==> src/rtl/glitch_sweep_scheduler.sv <==
// Glitch campaign sequencer: walks a (delay x width) grid with repeats, power-cycling the
// target, arming the pulse engine and handing each attempt's result to the reporter.
module glitch_sweep_scheduler #(
    parameter int DW             = 16,
    parameter int WW             = 8,
    parameter int RESET_CYCLES   = 16,
    parameter int SETTLE_CYCLES  = 64,
    parameter int TIMEOUT_CYCLES = 1_000_000
) (
    input  logic          clk,
    input  logic          rst,
    input  logic          start_i,
    input  logic          abort_i,
    input  logic [DW-1:0] cfg_delay_start_i,
    input  logic [DW-1:0] cfg_delay_end_i,
    input  logic [DW-1:0] cfg_delay_step_i,
    input  logic [WW-1:0] cfg_width_start_i,
    input  logic [WW-1:0] cfg_width_end_i,
    input  logic [WW-1:0] cfg_width_step_i,
    input  logic [7:0]    cfg_repeat_i,
    output logic          eng_arm_o,
    output logic [DW-1:0] eng_delay_o,
    output logic [WW-1:0] eng_width_o,
    input  logic          eng_done_i,
    output logic          target_reset_o,
    output logic          res_valid_o,
    input  logic          res_ready_i,
    output logic [DW-1:0] res_delay_o,
    output logic [WW-1:0] res_width_o,
    output logic          res_timeout_o,
    output logic          busy_o,
    output logic          sweep_done_o
);

    localparam int MAX_RS = (RESET_CYCLES > SETTLE_CYCLES) ? RESET_CYCLES : SETTLE_CYCLES;
    localparam int MAXC   = (MAX_RS > TIMEOUT_CYCLES) ? MAX_RS : TIMEOUT_CYCLES;
    localparam int CW     = $clog2(MAXC + 1);
    localparam logic [CW-1:0] R_LAST = CW'(RESET_CYCLES - 1);
    localparam logic [CW-1:0] S_LAST = CW'(SETTLE_CYCLES - 1);
    localparam logic [CW-1:0] T_LAST = CW'(TIMEOUT_CYCLES - 1);

    typedef enum logic [2:0] {
        S_IDLE, S_RESET, S_SETTLE, S_ARM, S_WAIT, S_REPORT, S_NEXT
    } state_t;

    state_t        state_q;
    logic [CW-1:0] cnt_q;
    logic [7:0]    rep_q, rep_max_q;
    logic [DW-1:0] delay_q, d_end_q, d_step_q;
    logic [WW-1:0] width_q, w_start_q, w_end_q, w_step_q;

    logic          eng_arm_q, target_reset_q, res_valid_q, res_timeout_q, sweep_done_q;
    logic [DW-1:0] eng_delay_q, res_delay_q;
    logic [WW-1:0] eng_width_q, res_width_q;

    logic [DW:0]   d_sum;
    logic [WW:0]   w_sum;
    logic          d_exh, w_exh, rep_more, last_point;
    logic [DW-1:0] delay_d;
    logic [WW-1:0] width_d;
    logic [7:0]    rep_d;

    // Next grid point: sums are one bit wider so a carry counts as running off the axis.
    always_comb begin
        d_sum      = {1'b0, delay_q} + {1'b0, d_step_q};
        w_sum      = {1'b0, width_q} + {1'b0, w_step_q};
        d_exh      = (d_step_q == '0) || d_sum[DW] || (d_sum[DW-1:0] > d_end_q);
        w_exh      = (w_step_q == '0) || w_sum[WW] || (w_sum[WW-1:0] > w_end_q);
        rep_more   = ({1'b0, rep_q} + 9'd1) < {1'b0, rep_max_q};
        last_point = !rep_more && w_exh && d_exh;
        rep_d      = rep_q;
        width_d    = width_q;
        delay_d    = delay_q;
        if (rep_more) begin
            rep_d = rep_q + 8'd1;
        end else begin
            rep_d = '0;
            if (!w_exh) begin
                width_d = w_sum[WW-1:0];
            end else begin
                width_d = w_start_q;
                if (!d_exh) delay_d = d_sum[DW-1:0];
            end
        end
    end

    always_ff @(posedge clk) begin
        if (rst) begin
            state_q        <= S_IDLE;
            cnt_q          <= '0;
            rep_q          <= '0;
            rep_max_q      <= '0;
            delay_q        <= '0;
            d_end_q        <= '0;
            d_step_q       <= '0;
            width_q        <= '0;
            w_start_q      <= '0;
            w_end_q        <= '0;
            w_step_q       <= '0;
            eng_arm_q      <= 1'b0;
            eng_delay_q    <= '0;
            eng_width_q    <= '0;
            target_reset_q <= 1'b0;
            res_valid_q    <= 1'b0;
            res_delay_q    <= '0;
            res_width_q    <= '0;
            res_timeout_q  <= 1'b0;
            sweep_done_q   <= 1'b0;
        end else begin
            eng_arm_q    <= 1'b0;
            sweep_done_q <= 1'b0;
            if (abort_i) begin
                state_q        <= S_IDLE;
                cnt_q          <= '0;
                rep_q          <= '0;
                eng_delay_q    <= '0;
                eng_width_q    <= '0;
                target_reset_q <= 1'b0;
                res_valid_q    <= 1'b0;
                res_delay_q    <= '0;
                res_width_q    <= '0;
                res_timeout_q  <= 1'b0;
            end else begin
                case (state_q)
                    S_IDLE: begin
                        if (start_i) begin
                            delay_q        <= cfg_delay_start_i;
                            d_end_q        <= cfg_delay_end_i;
                            d_step_q       <= cfg_delay_step_i;
                            width_q        <= cfg_width_start_i;
                            w_start_q      <= cfg_width_start_i;
                            w_end_q        <= cfg_width_end_i;
                            w_step_q       <= cfg_width_step_i;
                            rep_max_q      <= (cfg_repeat_i == 8'd0) ? 8'd1 : cfg_repeat_i;
                            rep_q          <= '0;
                            cnt_q          <= '0;
                            eng_delay_q    <= cfg_delay_start_i;
                            eng_width_q    <= cfg_width_start_i;
                            target_reset_q <= 1'b1;
                            state_q        <= S_RESET;
                        end
                    end
                    S_RESET: begin
                        if (cnt_q == R_LAST) begin
                            cnt_q          <= '0;
                            target_reset_q <= 1'b0;
                            state_q        <= S_SETTLE;
                        end else begin
                            cnt_q <= cnt_q + 1'b1;
                        end
                    end
                    S_SETTLE: begin
                        if (cnt_q == S_LAST) begin
                            cnt_q     <= '0;
                            eng_arm_q <= 1'b1;
                            state_q   <= S_ARM;
                        end else begin
                            cnt_q <= cnt_q + 1'b1;
                        end
                    end
                    S_ARM: begin
                        cnt_q   <= '0;
                        state_q <= S_WAIT;
                    end
                    // A done arriving in the expiry cycle still counts as a real completion.
                    S_WAIT: begin
                        if (eng_done_i || (cnt_q == T_LAST)) begin
                            cnt_q         <= '0;
                            res_valid_q   <= 1'b1;
                            res_delay_q   <= delay_q;
                            res_width_q   <= width_q;
                            res_timeout_q <= !eng_done_i;
                            state_q       <= S_REPORT;
                        end else begin
                            cnt_q <= cnt_q + 1'b1;
                        end
                    end
                    S_REPORT: begin
                        if (res_ready_i) begin
                            res_valid_q  <= 1'b0;
                            sweep_done_q <= last_point;
                            state_q      <= S_NEXT;
                        end
                    end
                    S_NEXT: begin
                        cnt_q <= '0;
                        rep_q <= rep_d;
                        if (last_point) begin
                            eng_delay_q <= '0;
                            eng_width_q <= '0;
                            state_q     <= S_IDLE;
                        end else begin
                            delay_q        <= delay_d;
                            width_q        <= width_d;
                            eng_delay_q    <= delay_d;
                            eng_width_q    <= width_d;
                            target_reset_q <= 1'b1;
                            state_q        <= S_RESET;
                        end
                    end
                    default: state_q <= S_IDLE;
                endcase
            end
        end
    end

    assign eng_arm_o      = eng_arm_q;
    assign eng_delay_o    = eng_delay_q;
    assign eng_width_o    = eng_width_q;
    assign target_reset_o = target_reset_q;
    assign res_valid_o    = res_valid_q;
    assign res_delay_o    = res_delay_q;
    assign res_width_o    = res_width_q;
    assign res_timeout_o  = res_timeout_q;
    assign busy_o         = (state_q != S_IDLE);
    assign sweep_done_o   = sweep_done_q;

endmodule

==> config.mk <==
export PLATFORM = sky130hd
export DESIGN_NAME = glitch_sweep_scheduler
export DESIGN_NICKNAME = d
export VERILOG_FILES = /design/src/rtl/glitch_sweep_scheduler.sv
export SDC_FILE = /design/constraint.sdc
export NUM_CORES = 1
export LEC_CHECK = 0
export ABC_AREA = 1
export BUFFER_PORTS_ARGS = -buffer_cell sky130_fd_sc_hd__clkbuf_2
export CAP_MARGIN = 30
export CORE_UTILIZATION = 35
export CTS_CLUSTER_SIZE = 8
export DETAILED_ROUTE_END_ITERATION = 10
export HOLD_SLACK_MARGIN = 0.1
export PLACE_DENSITY = 0.56
export SLEW_MARGIN = 25
export SYNTH_ARGS = -nofsm -noshare
export SYNTH_HDL_FRONTEND = slang
export SYNTH_SLANG_ARGS = --single-unit
==> constraint.sdc <==
create_clock -name clk -period 3.9 [get_ports clk]
set_input_delay 0.39 -clock clk [delete_from_list [all_inputs] [get_ports clk]]
set_output_delay 0.39 -clock clk [all_outputs]
set_load 0.005 [all_outputs]
## Yosys cells after proc, flatten, opt, wreduce, memory -nomap -nowiden

Index checks and enable logic that the tools add are counted.
W data, S select, Z words.

| word-level totals | value |
|---|---|
| flip-flop bits (word level) | 172 |
| input bits | 86 |
| output and inout bits | 54 |

| operators by class | value |
|---|---|
| add/sub/neg operators | 5 |
| order comparisons | 3 |
| equal/unequal tests | 15 |
| multiplexer cells | 39 |
| bitwise operators | 4 |
| reduce and logical (&&, ||, !) cells | 30 |

Operators with widths:

| cell | count |
|---|---|
| $pmux W20 S5 | 1 |
| $mux W16 | 6 |
| $mux W20 | 4 |
| $mux W8 | 8 |
| $pmux W16 S2 | 2 |
| $pmux W8 S2 | 3 |
| $pmux W3 S7 | 1 |
| $add A20 B1 Y20 const B | 1 |
| $eq A20 B20 Y1 const B | 1 |
| $eq A20 B4 Y1 const B | 1 |
| $eq A20 B6 Y1 const B | 1 |
| $add A16 B16 Y17 | 1 |
| $gt A16 B16 Y1 | 1 |
| $logic_not A16 Y1 | 1 |
| $logic_not A8 Y1 | 2 |
| $mux W3 | 5 |
| $ne A2 B2 Y1 const B | 6 |
| $add A8 B1 Y9 const B | 1 |
| $add A8 B8 Y9 | 1 |
| $eq A3 B3 Y1 const B | 3 |
| $lt A9 B8 Y1 | 1 |
| $add A8 B1 Y8 const B | 1 |
| $gt A8 B8 Y1 | 1 |
| $reduce_and A4 Y1 | 2 |
| other kinds (19) | 41 |

## Longest topological paths before layout

| logic depth | value |
|---|---|
| depth in word-level cells | 8 |
| gate-level depth with buffers | 28 |

## Worst setup path after synthesis

OpenSTA, ideal clock, no wires.

| timing | value |
|---|---|
| path type | reg-to-reg |
| start | register d_step_q[0] |
| end | register eng_delay_q[15] (netlist: eng_delay_o[15]) |
| library setup time | 0.070 ns |
| data arrival time | 3.127 ns |
| required time | 3.830 ns |
| setup slack | 0.703 ns |
| cell stages (with the launch flop) | 24 |
| clock period less this slack | 3.197 ns |
| cells stage by stage | dfxtp_1 ha_1 inv_1 fa_1 inv_1 nand3_1 nand2_1 nand2_1 nand2_1 a21o_1 xor2_1 inv_1 ha_1 nand4_1 nor3_1 nand3_1 nand2_1 nand2_1 buf_2 nor2_4 inv_1 nand2_1 nand4_1 a21oi_1 |

| between the ends | value |
|---|---|
| cells in the longest elaborated chain, start to end | 8 |

Ends and longest elaborated chain:

| element | RTL line | text |
|---|---|---|
| start: declaration | 49 | `logic [DW-1:0] delay_q, d_end_q, d_step_q;` |
| start signal: assignment | 129 | `d_step_q <= cfg_delay_step_i;` |
| $add A16 B16 Y17 / $logic_not A16 Y1 (equally long branches) | 65, 67 |  |
| $gt A16 B16 Y1 / $logic_or A1 B1 Y1 (equally long branches) | 67 | `d_exh = (d_step_q == '0) \|\| d_sum[DW] \|\| (d_sum[DW-1:0] > d_end_q);` |
| $logic_or A1 B1 Y1 | 67 |  |
| $mux W16 | 82 | `if (!d_exh) delay_d = d_sum[DW-1:0];` |
| $mux W16 | 78 | `if (!w_exh) begin` |
| $mux W16 | 74 | `if (rep_more) begin` |
| $mux W16 (*) | 188 | `if (last_point) begin` |
| $pmux W16 S2 (*) | 124 | `case (state_q)` |
| end signal: assignment | 137 | `eng_delay_q <= cfg_delay_start_i;` |
| end signal: assignment | 195 | `eng_delay_q <= delay_d;` |
| end: declaration | 53 | `logic [DW-1:0] eng_delay_q, res_delay_q;` |

Mark *: on every way between the ends. The rest lies on a longest branch, timed or not.
A chain may end at the register's enable or synchronous reset.

## Final worst setup path

| timing | value |
|---|---|
| start | register width_q[0] |
| end | register delay_q[7] |

| between the ends | value |
|---|---|
| cells in the longest elaborated chain, start to end | 7 |

Ends and longest elaborated chain:

| element | RTL line | text |
|---|---|---|
| start: declaration | 50 | `logic [WW-1:0] width_q, w_start_q, w_end_q, w_step_q;` |
| start signal: assignment | 130 | `width_q <= cfg_width_start_i;` |
| start signal: assignment | 194 | `width_q <= width_d;` |
| $add A8 B8 Y9 (*) | 66 | `w_sum = {1'b0, width_q} + {1'b0, w_step_q};` |
| $gt A8 B8 Y1 / $logic_or A1 B1 Y1 (equally long branches) | 68 | `w_exh = (w_step_q == '0) \|\| w_sum[WW] \|\| (w_sum[WW-1:0] > w_end_q);` |
| $logic_or A1 B1 Y1 (*) | 68 |  |
| $mux W16 / $logic_and A1 B1 Y1 (equally long branches) | 78, 70 |  |
| $mux W16 / $logic_and A1 B1 Y1 (equally long branches) | 74, 70 |  |
| $mux W16 / $ne A2 B2 Y1 (equally long branches) | - |  |
| $pmux W16 S2 / $reduce_and A4 Y1 (equally long branches) | - |  |
| end signal: assignment | 127 | `delay_q <= cfg_delay_start_i;` |
| end signal: assignment | 193 | `delay_q <= delay_d;` |
| end: declaration | 49 |  |

Mark *: on every way between the ends. The rest lies on a longest branch, timed or not. The select of a mux whose other input is x is not followed.

==> impl_metrics.toml <==
[synth]
synth-edff-count = 0
synth_async_sr_flop_share_pct = 0
yosys-top-cells-area = "dfxtp_1 36%, nand2_1 14%, a21oi_1 7.9%"
synth_cell_types = 43
ys.flop_type = "dfxtp_1"
ys_seq_elements = 172
synth_top_family_by_area = "simple AND/OR/NAND/NOR gates"
synth.area.mux_share_pct = 0
synth_top_area_cell = "dfxtp_1"
syn_inst = 1447
synth-compound-area-share_pct = 16.9
syn_area_sq_mm = 0.00970
ys_seq_area_share_pct = 35.5
synth-simple-area-share_pct = 27.7
synth_xor_area_share_pct = 2.08
syn_avg_cell_area_sq_um = 6.70
syn_nets = 1592
synth_fa_ha_area_share_pct = 7.77
yosysWarnings = 0
synth_top_area_share_pct = 35.5

[worst_setup_path]
arrival_ns = 3.96
critPathRequiredTime_ns = 4.23
path_cells = "ha_1, inv_1, fa_1, inv_1, nand3_1, nand3_1, xor2_1, inv_1, ha_1, nand2_1, nor2_1, nand4_1, nand2_1, nand2_1, nand2_4, inv_4, nand2_4, inv_2, nand2_4, nand3_4, clkbuf_16, nor2_1, a21oi_2"
crit_fanout = 12
crit_slowest_cell = "fa_1"
cp-start-kind = "flop"
critPathMaxStageDelay_ns = 0.43
crit_type = "flop to flop"
crit_path_end_kind = "flop"

[layout]
synthToLayoutAreaGrowth_pct = 18.9
fillers = 2894
layout_common_cells = "346 x nand2_1, 184 x inv_1, 170 x dfxtp_1, 149 x a21oi_1, 148 x nor2_1"
multi_input_area_sq_mm = 0.00533
final_cell_area_sq_mm = 0.0115
nNetsFinal = 1727
antenna_cells = 0
drive_gt1_share_pct = 15.2
final_common_cell = "nand2_1"
seq_area_sq_mm = 0.00345

[timing]
max_slew_margin_pct = 41.5
fin_crit_sh_pct = 93.2
worstMarginPinSlew_ns = 0.877
hold_violations = 0
setup_viol = 0
tns_ns = 0
finalCriticalPeriod_ns = 3.63
fmaxAchievable_mhz = 275
final.setup_skew_ns = 0.0105
setup_ws_ns = 0.267
timing.final.max_slew_violations = 0

[clocking]
clk_transition_reported_paths_ns = 0.07
ctsHoldBuffers = 0
numCtsBuffers = 17
tritoncts = "done"
cts_sinks = 172
htree_levels = 4
clock_latency_ns = 0.44
clockBufferDepth = 2
cts_root_buffer = "clkbuf_16"

[floorplanning]
start_util_pct = 35.9
io_pins = 140
coreArea_sq_mm = 0.0270
die_w_microns = 168
fp.dieH_microns = 168
die_area_sq_mm = 0.0284
fp-row-count = 60

[routing]
wire_per_inst_microns = 15.4
dr_total_vias = 9621
drt_first_pass_iters = 7
totalWireLength_microns = 29800
drt_drc_violations_left = 0
via_per_inst = 4.97
final_antenna_net_count = 0
initialDrtViolationCount = 647

[status]
status = "complete, no violations"

[power_and_ir_drop]
clkPwrFrac_pct = 38.1
peakVddDrop_v = 0.000286
swShare_pct = 32.3
p_leak_nw = 5.65
power_frac_seq_pct = 40.2
internal_power_mw = 3.20
p_total_mw = 4.72
combPwrFrac_pct = 21.7
p_sw_mw = 1.52
p_per_area_mw_per_mm2 = 409

[run]
max_cap_violations = 0

[worst_hold_path]
hp-class = "input port to flop"

[placement]
portBuffers = 139
place_area_sq_mm = 0.0108
dpl.hpwl_microns = 22700
pre_cts_ws_ns = 0.00155
gp_congestion = 0.917

[global_route]
grt_antenna_before_repair = 0
grt_max_degree = 48
overflow = 0
grt_pass1_wl_microns = 47500
first_global_vias = 8984
grt_usage_pct = 21.5
power groups by stage:
stage	Combinational (mW)	Clock, mW	Sequential [mW]
detailed placement	0.991	0	1.94
global placement	0.980	0	1.94
floorplan	0.675	0	1.91
global route	1.16	1.91	1.90
CTS	0.999	1.83	1.90
finish	1.03	1.80	1.90
state kept, by name (all words and copies together) (netlist names), 16 cells and up:
| name | count |
|---|---|
| delay_q | 16 |
| eng_delay_o | 16 |
| res_delay_o | 16 |
| d_step_q | 16 |
| cnt_q | 20 |
| d_end_q | 16 |
critical path, delay by kind of cell (launching register included):
family | cells | cell delay (ns)
AO/OA/AOI/OAI | 1 | 0.07
XOR/XNOR | 1 | 0.20
adder cells (fa/ha/maj) | 3 | 0.91
buffers and inverters | 6 | 0.62
flip-flops | 1 | 0.40
AND/OR/NAND/NOR | 12 | 1.31
stage by stage:
stage / util, % / hold slack (ns) / instances
after floorplan: - / 0.430 / 1447
after global placement: 40.0 / 0.438 / 1897
after detailed placement: 40.0 / 0.445 / 1897
after CTS: 42.2 / 0.154 / 1929
after global routing: 42.7 / 0.162 / 1936
final: 42.7 / 0.165 / 1936
cells by family after synthesis:
family | Yosys count
simple gates | 639
compound gates | 306
buf+inv | 248
flops | 172
fa+ha+maj | 59
xor+xnor | 23
timing repair:
action | CTS | global route
pin swaps | 0 | 7
gates resized for setup | 1 | 18
endpoints found under the setup margin | 6 | 44
cloned | 0 | 1
buffers inserted | 0 | 6
final timing paths:
kind,start,endpoint,slack [ns],depth (start not counted)
worst max-delay path,width_q[0],delay_q[7],0.27,23
worst min-delay path,cfg_width_step_i[4],w_step_q[4],0.17,3
worst max register to register,width_q[0],delay_q[7],0.27,23
worst min register to register,w_start_q[6],w_start_q[6],0.45,2
routing by layer:
| metal | GRT usage, % | up-vias | wire, microns |
|---|---|---|---|
| li1 | - | 4957 | - |
| met1 | 28.9 | 4360 | 14300 |
| met2 | 35.3 | 273 | 13500 |
| met3 | 3.43 | 31 | 1520 |
| met4 | 6.01 | 0 | 471 |
| met5 | 0 | - | 0 |
cell usage after synthesis (all sizes together) (2+ instances only):
library cell	instances
ha	57
o21ai	110
fa	2
clkbuf	44
a21o	6
nand3b	3
a21oi	154
xor2	18
nand2	354
nor3	24
o21a	2
or2	2
nand3	73
a211oi	11
a31oi	3
o211ai	4
nor2	157
xnor2	5
o21bai	12
nor4	9
nand4	15
buf	12
inv	191
dfxtp	172
final cells by class:
cell class	instances	area share [%]
Inverter	192	6.27
Timing Repair Buffer	172	8.62
Clock inverter	13	1.35
Tap cell	341	3.70
Clock buffer	19	3.93
Sequential cell	172	29.9
Multi-Input combinational cell	1027	46.2
Note: power is estimated with default switching activity, not from simulation.
